<file path="config.mk">
export PLATFORM = sky130hd
export DESIGN_NAME = btn_cond
export DESIGN_NICKNAME = d
export VERILOG_FILES = /design/src/rtl/btn_cond.sv
export SDC_FILE = /design/constraint.sdc
export NUM_CORES = 1
export LEC_CHECK = 0
export CAP_MARGIN = 20
export CORE_ASPECT_RATIO = 1.5
export CORE_MARGIN = 3
export CORE_UTILIZATION = 54
export DETAILED_ROUTE_END_ITERATION = 8
export HOLD_SLACK_MARGIN = 0.15
export PLACE_DENSITY = 0.71
export SLEW_MARGIN = 10
export SYNTH_ARGS = -nofsm -noshare
export SYNTH_HDL_FRONTEND = slang
export SYNTH_SLANG_ARGS = --single-unit
</file>
<file path="constraint.sdc">
create_clock -name clk -period 7.75 [get_ports clk]
set_input_delay 2.325 -clock clk [delete_from_list [all_inputs] [get_ports clk]]
set_output_delay 2.325 -clock clk [all_outputs]
set_load 0.05 [all_outputs]
</file>
<file path="src/rtl/btn_cond.sv">
// Pushbutton conditioner: sync, debounce and single-shot/auto-repeat pulse generation for up/down buttons.
// Latency: raw edge to level is DB_CYCLES+1 cycles, level to first pulse is 1 cycle; no backpressure, pulses are fire-and-forget.
module btn_cond #(
  parameter int DB_CYCLES  = 50000,
  parameter int RPT_DELAY  = 25000000,
  parameter int RPT_PERIOD = 5000000,
  parameter int CNTW       = 26
) (
  input  logic clk,
  input  logic reset,
  input  logic btn_up,
  input  logic btn_down,
  output logic up,
  output logic down,
  output logic up_level,
  output logic down_level
);

  localparam logic [CNTW-1:0] DB_LAST   = CNTW'((DB_CYCLES > 0) ? DB_CYCLES - 1 : 0);
  localparam logic [CNTW-1:0] DELAY_LD  = CNTW'(RPT_DELAY);
  localparam logic [CNTW-1:0] PERIOD_LD = CNTW'(RPT_PERIOD);
  localparam logic [CNTW-1:0] ONE       = CNTW'(1);

  typedef enum logic [1:0] {IDLE, DELAY, REPEAT, LOCK} state_t;
  typedef enum logic {DIR_UP, DIR_DOWN} dir_t;

  // Channel index 0 is up, 1 is down.
  logic [1:0]           sync1, sync2, lvl;
  logic [1:0][CNTW-1:0] db_cnt;

  always_ff @(posedge clk or posedge reset) begin
    if (reset) begin
      sync1  <= '0;
      sync2  <= '0;
      lvl    <= '0;
      db_cnt <= '0;
    end else begin
      sync1 <= {btn_down, btn_up};
      sync2 <= sync1;
      for (int c = 0; c < 2; c++) begin
        if (sync2[c] == lvl[c]) begin
          db_cnt[c] <= '0;
        end else if (db_cnt[c] >= DB_LAST) begin
          lvl[c]    <= ~lvl[c];
          db_cnt[c] <= '0;
        end else begin
          db_cnt[c] <= db_cnt[c] + ONE;
        end
      end
    end
  end

  assign up_level   = lvl[0];
  assign down_level = lvl[1];

  state_t          state;
  dir_t            dir;
  logic [CNTW-1:0] timer;
  logic            dir_lvl, opp_lvl, timer_exp;

  assign dir_lvl   = (dir == DIR_UP) ? lvl[0] : lvl[1];
  assign opp_lvl   = (dir == DIR_UP) ? lvl[1] : lvl[0];
  // Expiry on 1 so the reload lands on the same edge as the pulse.
  assign timer_exp = (timer <= ONE);

  always_ff @(posedge clk or posedge reset) begin
    if (reset) begin
      state <= IDLE;
      dir   <= DIR_UP;
      timer <= '0;
      up    <= 1'b0;
      down  <= 1'b0;
    end else begin
      up   <= 1'b0;
      down <= 1'b0;
      case (state)
        IDLE: begin
          if (lvl == 2'b11) begin
            state <= LOCK;
          end else if (lvl[0]) begin
            up    <= 1'b1;
            dir   <= DIR_UP;
            timer <= DELAY_LD;
            state <= DELAY;
          end else if (lvl[1]) begin
            down  <= 1'b1;
            dir   <= DIR_DOWN;
            timer <= DELAY_LD;
            state <= DELAY;
          end
        end
        DELAY, REPEAT: begin
          if (opp_lvl) begin
            state <= LOCK;
          end else if (!dir_lvl) begin
            state <= IDLE;
          end else if (timer_exp) begin
            up    <= (dir == DIR_UP);
            down  <= (dir == DIR_DOWN);
            timer <= PERIOD_LD;
            state <= REPEAT;
          end else begin
            timer <= timer - ONE;
          end
        end
        LOCK: begin
          if (lvl == 2'b00) state <= IDLE;
        end
        default: state <= IDLE;
      endcase
    end
  end

endmodule

</file>
Word-level counts from Yosys, hierarchy flattened --
Index checks and enable logic that the tools add are counted.
Word-level totals: flip-flop bits (word level) 89, word-level logic and storage cells 82
Operators by class: add/subtract/negate cells 3, magnitude comparators 3, equal/unequal tests 13, multiplexer cells 36, bitwise logic cells 6, reductions and logical operators 10
Operators with widths (number):
- 26-bit 2-to-1 mux | 10
- 26-bit by 1-bit adder with 26-bit output (second input constant) | 2
- 26-bit by 16-bit >= comparator with 1-bit output (second input constant) | 2
- 26-bit case mux with 2 select lines | 1
- 26-bit by 1-bit <= comparator with 1-bit output (second input constant) | 1
- 26-bit by 1-bit subtractor with 26-bit output (second input constant) | 1
- 1-bit 2-to-1 mux | 15
- 2-bit 2-to-1 mux | 7
- 2-bit inequality test (second input constant) | 4
- 4-bit inequality test (second input constant) | 2
- 2-bit equality test (second input constant) | 3
- 1-bit NOT | 6
- 2-bit case mux with 3 select lines | 1
- 3-bit AND reduction | 2
- 5-bit AND reduction | 1
- 2-bit zero test | 2
- 1-bit case mux with 2 select lines | 2
- 2-bit AND reduction | 2
- 2-bit nonzero test | 2
- 3-bit inequality test (second input constant) | 1
- 1-bit equality test | 2
- 2-bit by 1-bit equality test with 1-bit output (second input constant) | 1
- 2-bit OR reduction | 1

Depth between registers and ports, before layout --
Gate-level depths: netlist (run 1).
depth in word-level cells 5, mapped depth 10, depth with buffers taken out 7

Worst setup path before layout (run 1) --
OpenSTA, ideal clock, no wires.
path type reg-to-output, start register lvl[1], end output port down_level, data arrival time 0.721 ns, setup slack 4.704 ns, cell stages (with the launch flop) 1, path buffers 0, path through dfrtp_1
RTL lines:
- from (decl) | RTL line 28 | logic [1:0] sync1, sync2, lvl;
- from (signal, indexed assignment) | RTL line 44 | lvl[c] <= ~lvl[c];
- to (decl) | RTL line 16 | output logic down_level
No word-level cell between the ends.

Worst setup path after layout (run 1) --
start register lvl[1], end output port down_level
No word-level cell between the ends.

==> metrics.md, run 1 <==
| Metric | Value |
|---|---|
| Status | complete, no violations |
| Max Clk Rate | between 200 and 250 MHz |
| Largest net degree at the start of global routing | 90 |
| Reg-to-Reg Start | timer[0] |
| Power Density | 305 mW/mm² |
| Area Overhead vs Synth | 12.8% |
| Synthesized area per cell | 10.4 µm² |
| Cell Rows | 39 |
| Sequential Power Share | between 30 and 40% |
| CP endpoint kind | primary output |
| Gr usage total | a little over a fifth |
| Yosys top cell by area | dfrtp_1 |
| Post-synth EDFFs | 0 |
| Worst-Margin Slew | 0.786 ns |
| Max_slew headroom | between 40% and 50% |
| Top-count cell post-synth | dfrtp_1 |
| Top Family by Delay on Critical Path | buffers and inverters |
| ANT cells | 0 |
| Hold Fails Final Rpt | 0 |
| Buf/Inv on CP | 1 |
| CTS tree | yes |
| Dpl ws | just under 4 ns |
| Setup TNS | 0 ns |
| DR vias | between 3000 and 4000 |
| # hold bufs at CTS | 0 |
| Share of layout cells above drive strength 1 | under 10% |
| Total wire length | approximately 8.4 mm |
| Yosys warns | 0 |
| Yosys top cell area share | between 50% and 60% |
| Cell area after synthesis | between 0.004 and 0.005 mm² |
| Gate power share | a little under a third |
| Routed WL per cell | ~15 µm |
| Total CTS buffers | 9 |
| Synth Register Bits | 89 |
| Synth area leaders | dfrtp_1, nor2_1, ha_1 |
| Clock H-tree levels | 3 |
| CP cell instances | clkdlybuf4s50_1 |
| Clock Latency Late Sink | around 0.33 ns |
| Worst-path clk slew | ~0.06 ns |
| Sequential area share after synthesis | 52.0% |
| Final setup viols | 0 |
| Max Cap Viol | 0 |
| Top post-synthesis cells by count | dfrtp_1, nor2_1, nand2_1, a21oi_1, xor2_1 |
| Worst path depth | 1 |
| Kind of critical path | register to primary output |
| Req. time, crit path | ~5.4 ns |
| Sw Pwr | between 0.5 and 0.6 mW |
| Pint | 0.941 mW |
| Max Slew Vio Count | 0 |
| Final worst-path cycle share | a little over half |
| First-pass GRT wire length | ~15 mm |
| Slowest stage cell on the critical path | clkdlybuf4s50_1 |
| Synthesized instance count | 414 |
| Lkg Pwr | a little under 2 nW |
| Crit Reg-Reg Endpoint | timer[20] |
| CP Launch Type | register |
| Detailed placement HPWL | 5.63 mm |
| Setup Fix Bufs, Post-CTS | 0 |
| FF-to-FF path depth | 7 |
| Routability cong. | just under 0.8 |
| Antenna viol nets, final | 0 |
| Grt ovf | 0 |
| Peak supply drop | between 0.2 and 0.3 mV |
| Nets@finish | roughly 460 |
| I/O Pins | 8 |
| CP Launch Point | lvl[1] |
| Critical path capture point | down_level |
| Worst-path maximum fanout | 10 |
| Post_cts resized | 0 |
| Main synth FF type | dfrtp_1 |
| Post-placement cell count | roughly 530 |
| Setup Skew | between 0.006 and 0.007 ns |
| Sw Ratio | a little over a third |
| Placeable core area | 0.00766 mm² |
| Port Buffers | 7 |
| Antenna violations before repair | 0 |
| RSZ-0062 raised after global routing | false |
| Async S/R FF share, synth | between 90% and 100% |
| Clock period minus worst slack | slightly above 4 ns |
| Vias in the first global route | 3167 |
| Initial core utilization | 56.0% |
| Unique cell type count in the Yosys netlist | 56 |
| WHS | roughly 0.37 ns |
| First-pass iteration count of the detailed router | 4 |
| Hold WC Path Type | register to register |
| Clk network pwr share | 29.0% |
| Largest stage delay, worst path | 0.88 ns |
| Flop2flop setup slack | approximately 5.2 ns |
| Vias per cell | about 5.7 |
| Die H | roughly 120 µm |
| CTS Buffer Depth | 2 |
| Residual DRC count | 0 |
| Non-Filler Instances | ~550 |
| Initial DRC Count | 221 |
| Die Width | between 70 and 80 µm |
| Arrival @ worst endpoint | ~1.8 ns |
| Total clock sinks | between 80 and 90 |
| Die area | 0.00907 mm² |
| Worst Slack Setup Final | between 3 and 4 ns |
| Clk root buf | clkbuf_16 |
-- power groups by stage --
stage / Combinational [mW] / Clock [mW] / Sequential [mW]
3_5_place_dp: 0.459 / 0 / 0.592
6_report: 0.460 / 0.428 / 0.586
4_1_cts: 0.461 / 0.440 / 0.584
5_1_grt: 0.519 / 0.460 / 0.594
3_3_place_gp: 0.448 / 0 / 0.589
2_1_floorplan: 0.347 / 0 / 0.583
-- area by class of cell --
| type | count | area, µm² |
|---|---|---|
| Tap cell | 102 | 128 |
| Sequential cell | 89 | 2230 |
| Clock buffer | 12 | 256 |
| Timing Repair Buffer | 11 | 113 |
| Clock inverter | 3 | 40.0 |
| Fill cell | 649 | 2830 |
| Inverter | 14 | 53.8 |
| Multi-Input combinational cell | 317 | 2020 |
-- registers in the layout, indices dropped and copies added (netlist names) --
register / cells
dir: 1
db_cnt: 52
sync1: 2
lvl: 2
sync2: 2
timer: 26
state: 2
down: 1
up: 1
-- cells by family (layout without fill, tap and decap cells) --
family | after synthesis | count (layout) | synth area share, %
flops | 89 | 89 | 52.0
fa+ha+maj | 12 | 12 | 3.50
buf+inv | 27 | 40 | 2.66
compound gates | 73 | 73 | 11.7
mux | 5 | 5 | 1.26
simple gates | 177 | 177 | 22.7
other cells | 1 | 20 | 0.0875
xor+xnor | 30 | 30 | 6.13
-- cells in the final DEF (no fill, tap or decap), types with 3 or more instances in the layout --
cell type | Yosys | routed
nor3_1 | 14 | 14
nor2_1 | 48 | 48
a21oi_1 | 17 | 17
conb_1 | 1 | 20
or4_1 | 9 | 9
nand2_1 | 30 | 30
nor3b_1 | 3 | 3
nand3_1 | 14 | 14
nand2b_1 | 8 | 8
buf_4 | 0 | 3
or3_1 | 9 | 9
a211oi_1 | 3 | 3
o211ai_1 | 3 | 3
o21ai_0 | 7 | 7
a311o_1 | 3 | 3
clkbuf_16 | 0 | 9
clkdlybuf4s50_1 | 0 | 7
clkinv_2 | 0 | 3
and3_1 | 8 | 8
ha_1 | 12 | 12
a31oi_1 | 11 | 11
a22o_1 | 3 | 3
nand4_1 | 14 | 14
dfrtp_1 | 89 | 89
nor4_4 | 3 | 3
xor2_1 | 17 | 17
nor4_1 | 6 | 6
xnor2_1 | 13 | 13
o21ai_1 | 3 | 3
inv_1 | 14 | 13
o21a_1 | 6 | 6
-- per-stage QoR --
step           total power, mW  util (%)  instance area (µm²)
2_1_floorplan            0.930         -                 4360
3_3_place_gp              1.04      59.0                 4520
3_5_place_dp              1.05      59.0                 4520
4_1_cts                   1.48      62.8                 4810
5_1_grt                   1.57      63.1                 4830
6_report                  1.47      63.1                 4830
-- routing by layer --
layer	wire length, µm	global-route usage (%)	vias up
met3	239	4.23	10
met1	3640	24.4	1562
met2	4420	37.2	46
met4	95	8.63	0
li1	-	-	1531
met5	0	0	-
-- worst min-delay path by stage --
| stage | start | endpoint | cells past startpoint |
|---|---|---|---|
| floorplan | sync1[0] | sync2[0] | 0 |
| detailed placement | sync1[0] | sync2[0] | 0 |
| global route | sync1[0] | sync2[0] | 0 |
| CTS | sync1[0] | sync2[0] | 0 |
| finish | sync1[1] | sync2[1] | 0 |
| global placement | sync1[0] | sync2[0] | 0 |
Power figures use the tool's default switching activity.
==> run 2, diff against run 1 <==
==> constraint.sdc (replaced) <==
create_clock -name clk -period 4.1 [get_ports clk]
set_input_delay 1.23 -clock clk [delete_from_list [all_inputs] [get_ports clk]]
set_output_delay 1.23 -clock clk [all_outputs]
set_load 0.05 [all_outputs]
==> run 2 against run 1 <==
Wire length decreased by 0.88%; clock-buffer cell count shrank 1; flip-flop and latch count unchanged; power up 89%; non-clock buffer count grew 1; via count shrank 0.44%; die area stayed put; worst setup slack got worse by 2.5 ns; clock power increased by 92%; final cell count increased by 0.18%.
==> metrics.md, run 2 (synthesis results as in run 1) <==
| Metric | Value |
|---|---|
| Status | complete, no violations |
| Setup Skew | 0.00681 ns (+0.000170 ns) |
| Setup Fix Bufs, Post-CTS | 0 (unchanged) |
| FF-to-FF path depth | 6 (-1) |
| Grt ovf | 0 (unchanged) |
| Routability cong. | 0.813 (+3.6%) |
| Reg-to-Reg Start | timer[15] |
| Most frequent cells in the layout | dfrtp_1, nor2_1, nand2_1, conb_1 |
| Total CTS buffers | 9 (unchanged) |
| Lkg Pwr | 1.97 nW (+0.19%) |
| Antenna violations before repair | 0 (unchanged) |
| I/O Pins | 8 (unchanged) |
| Worst path depth | 1 (unchanged) |
| Post-layout util | 63.2% (about the same) |
| Kind of critical path | register to primary output |
| CP endpoint kind | primary output |
| Worst-path clk slew | 0.06 ns (about the same) |
| Multi-input logic area | 0.00202 mm² (unchanged) |
| Hold worst-path end | sync2[1] |
| RSZ-0062 raised after global routing | false |
| Max Clk Rate | 336 MHz |
| Vias per cell | 5.71 (-0.63%) |
| # hold bufs at CTS | 0 (unchanged) |
| Routed WL per cell | 15.2 µm (-1.1%) |
| Placeable core area | 0.00766 mm² (unchanged) |
| Power Density | 577 mW/mm² (+89%) |
| Total wire length | 8.32 mm (-0.88%) |
| CP Launch Type | register |
| ANT cells | 0 (unchanged) |
| Final worst-path cycle share | between 70 and 80% |
| DR vias | 3135 (-0.44%) |
| Die Width | 78.7 µm (unchanged) |
| Buf/Inv on CP | 1 (unchanged) |
| Residual DRC count | 0 (unchanged) |
| Register Area | 0.00223 mm² (unchanged) |
| Detailed placement HPWL | 5.70 mm (+1.3%) |
| CTS Buffer Depth | 2 (unchanged) |
| Final setup viols | 0 (unchanged) |
| Slowest stage cell on the critical path | clkdlybuf4s50_1 |
| Peak supply drop | 0.353 mV (+40%) |
| Die area | 0.00907 mm² (unchanged) |
| Max Cap Viol | 0 (unchanged) |
| Initial core utilization | 56.0% (unchanged) |
| Clock Latency Late Sink | 0.33 ns (about the same) |
| Most common cell after layout, fill and taps aside | dfrtp_1 |
| Largest stage delay, worst path | 0.89 ns (about the same) |
| Clk root buf | clkbuf_16 |
| Die H | 115 µm (unchanged) |
| Top Family by Delay on Critical Path | buffers and inverters |
| Fill count | 617 (-4.9%) |
| Hold WC Path Type | register to register |
| Hold path cells | 0 (unchanged) |
| Worst-path maximum fanout | 10 (unchanged) |
| Worst-Margin Slew | 0.798 ns (+0.0117 ns) |
| Clock period minus worst slack | approximately 3 ns |
| Gr usage total | 20.4% (-0.47 points) |
| Setup TNS | 0 ns (unchanged) |
| Largest net degree at the start of global routing | 47 (-48%) |
| Crit Reg-Reg Endpoint | timer[5] |
| Nets@finish | 459 (+0.22%) |
| Clock H-tree levels | 3 (unchanged) |
| Post_cts resized | 0 (unchanged) |
| Hold Fails Final Rpt | 0 (unchanged) |
| Max reg flops | 52 (unchanged) |
| PnR Total Power | 2.79 mW (+89%) |
| Top flop regs | db_cnt (52), timer (26) |
| Cell Rows | 39 (unchanged) |
| Flop2flop setup slack | 1.53 ns (-3.64 ns) |
| Biggest register | db_cnt |
| First-pass iteration count of the detailed router | 5 (+1) |
| Total clock sinks | 89 (unchanged) |
| Share of layout cells above drive strength 1 | 7.38% (+0.43 points) |
| Max_slew headroom | 46.8% (-0.78 points) |
| Max Slew Vio Count | 0 (unchanged) |
| Initial DRC Count | 219 (-0.90%) |
| Vias in the first global route | 3186 (+0.60%) |
| Antenna viol nets, final | 0 (unchanged) |
| CP cell instances | clkdlybuf4s50_1 |
| Arrival @ worst endpoint | 1.75 ns (-0.02 ns) |
| Area Overhead vs Synth | 12.9% (about the same) |
| Port Buffers | 7 (unchanged) |
| First-pass GRT wire length | 14.6 mm (-1.4%) |
| Min-delay src | sync1[1] |
| CTS tree | yes |
| Req. time, crit path | 2.87 ns (-2.56 ns) |
## run 2: layer usage
| layer | global-route usage, % | routed length [µm] | vias to the layer above |
|---|---|---|---|
| li1 | - | - | 1539 |
| met1 | 23.4 | 3390 | 1534 |
| met2 | 37.1 | 4580 | 48 |
| met3 | 4.00 | 202 | 14 |
| met4 | 8.05 | 146 | 0 |
| met5 | 0 | 0 | - |
## run 2: worst max path at each step
stage,from,to,slack [ns]
CTS,lvl[1],down_level,1.09
global placement,lvl[1],down_level,1.48
floorplan,reset,db_cnt[0],0.56
finish,lvl[1],down_level,1.12
detailed placement,lvl[1],down_level,1.45
global route,lvl[1],down_level,1.05
## run 2: cell type report
type	count	area share, %
clock buffers	11	5.22
clock inverters	4	1.09
inverters	14	1.11
multi-input cells	317	41.7
flip-flops and latches	89	46.0
well taps	102	2.64
repair buffers	12	2.22
## run 2: where the power goes
part	switching (mW)	total (mW)	leakage, nW	internal [mW]
Sequential	0.124	1.11	1.10	0.983
Clock	0.321	0.823	0.152	0.503
Combinational	0.560	0.862	0.714	0.303
Total	1.00	2.79	1.97	1.79
## run 2: per-stage QoR
| stage | cells | hold WS [ns] | worst slack (ns) | area (µm²) |
|---|---|---|---|---|
| 5_1_grt | 549 | 0.360 | 1.05 | 4840 |
| 6_report | 549 | 0.355 | 1.12 | 4840 |
| 3_3_place_gp | 534 | 0.336 | 1.48 | 4530 |
| 3_5_place_dp | 534 | 0.343 | 1.45 | 4530 |
| 4_1_cts | 549 | 0.358 | 1.09 | 4840 |
| 2_1_floorplan | 433 | 0.331 | 0.563 | 4360 |
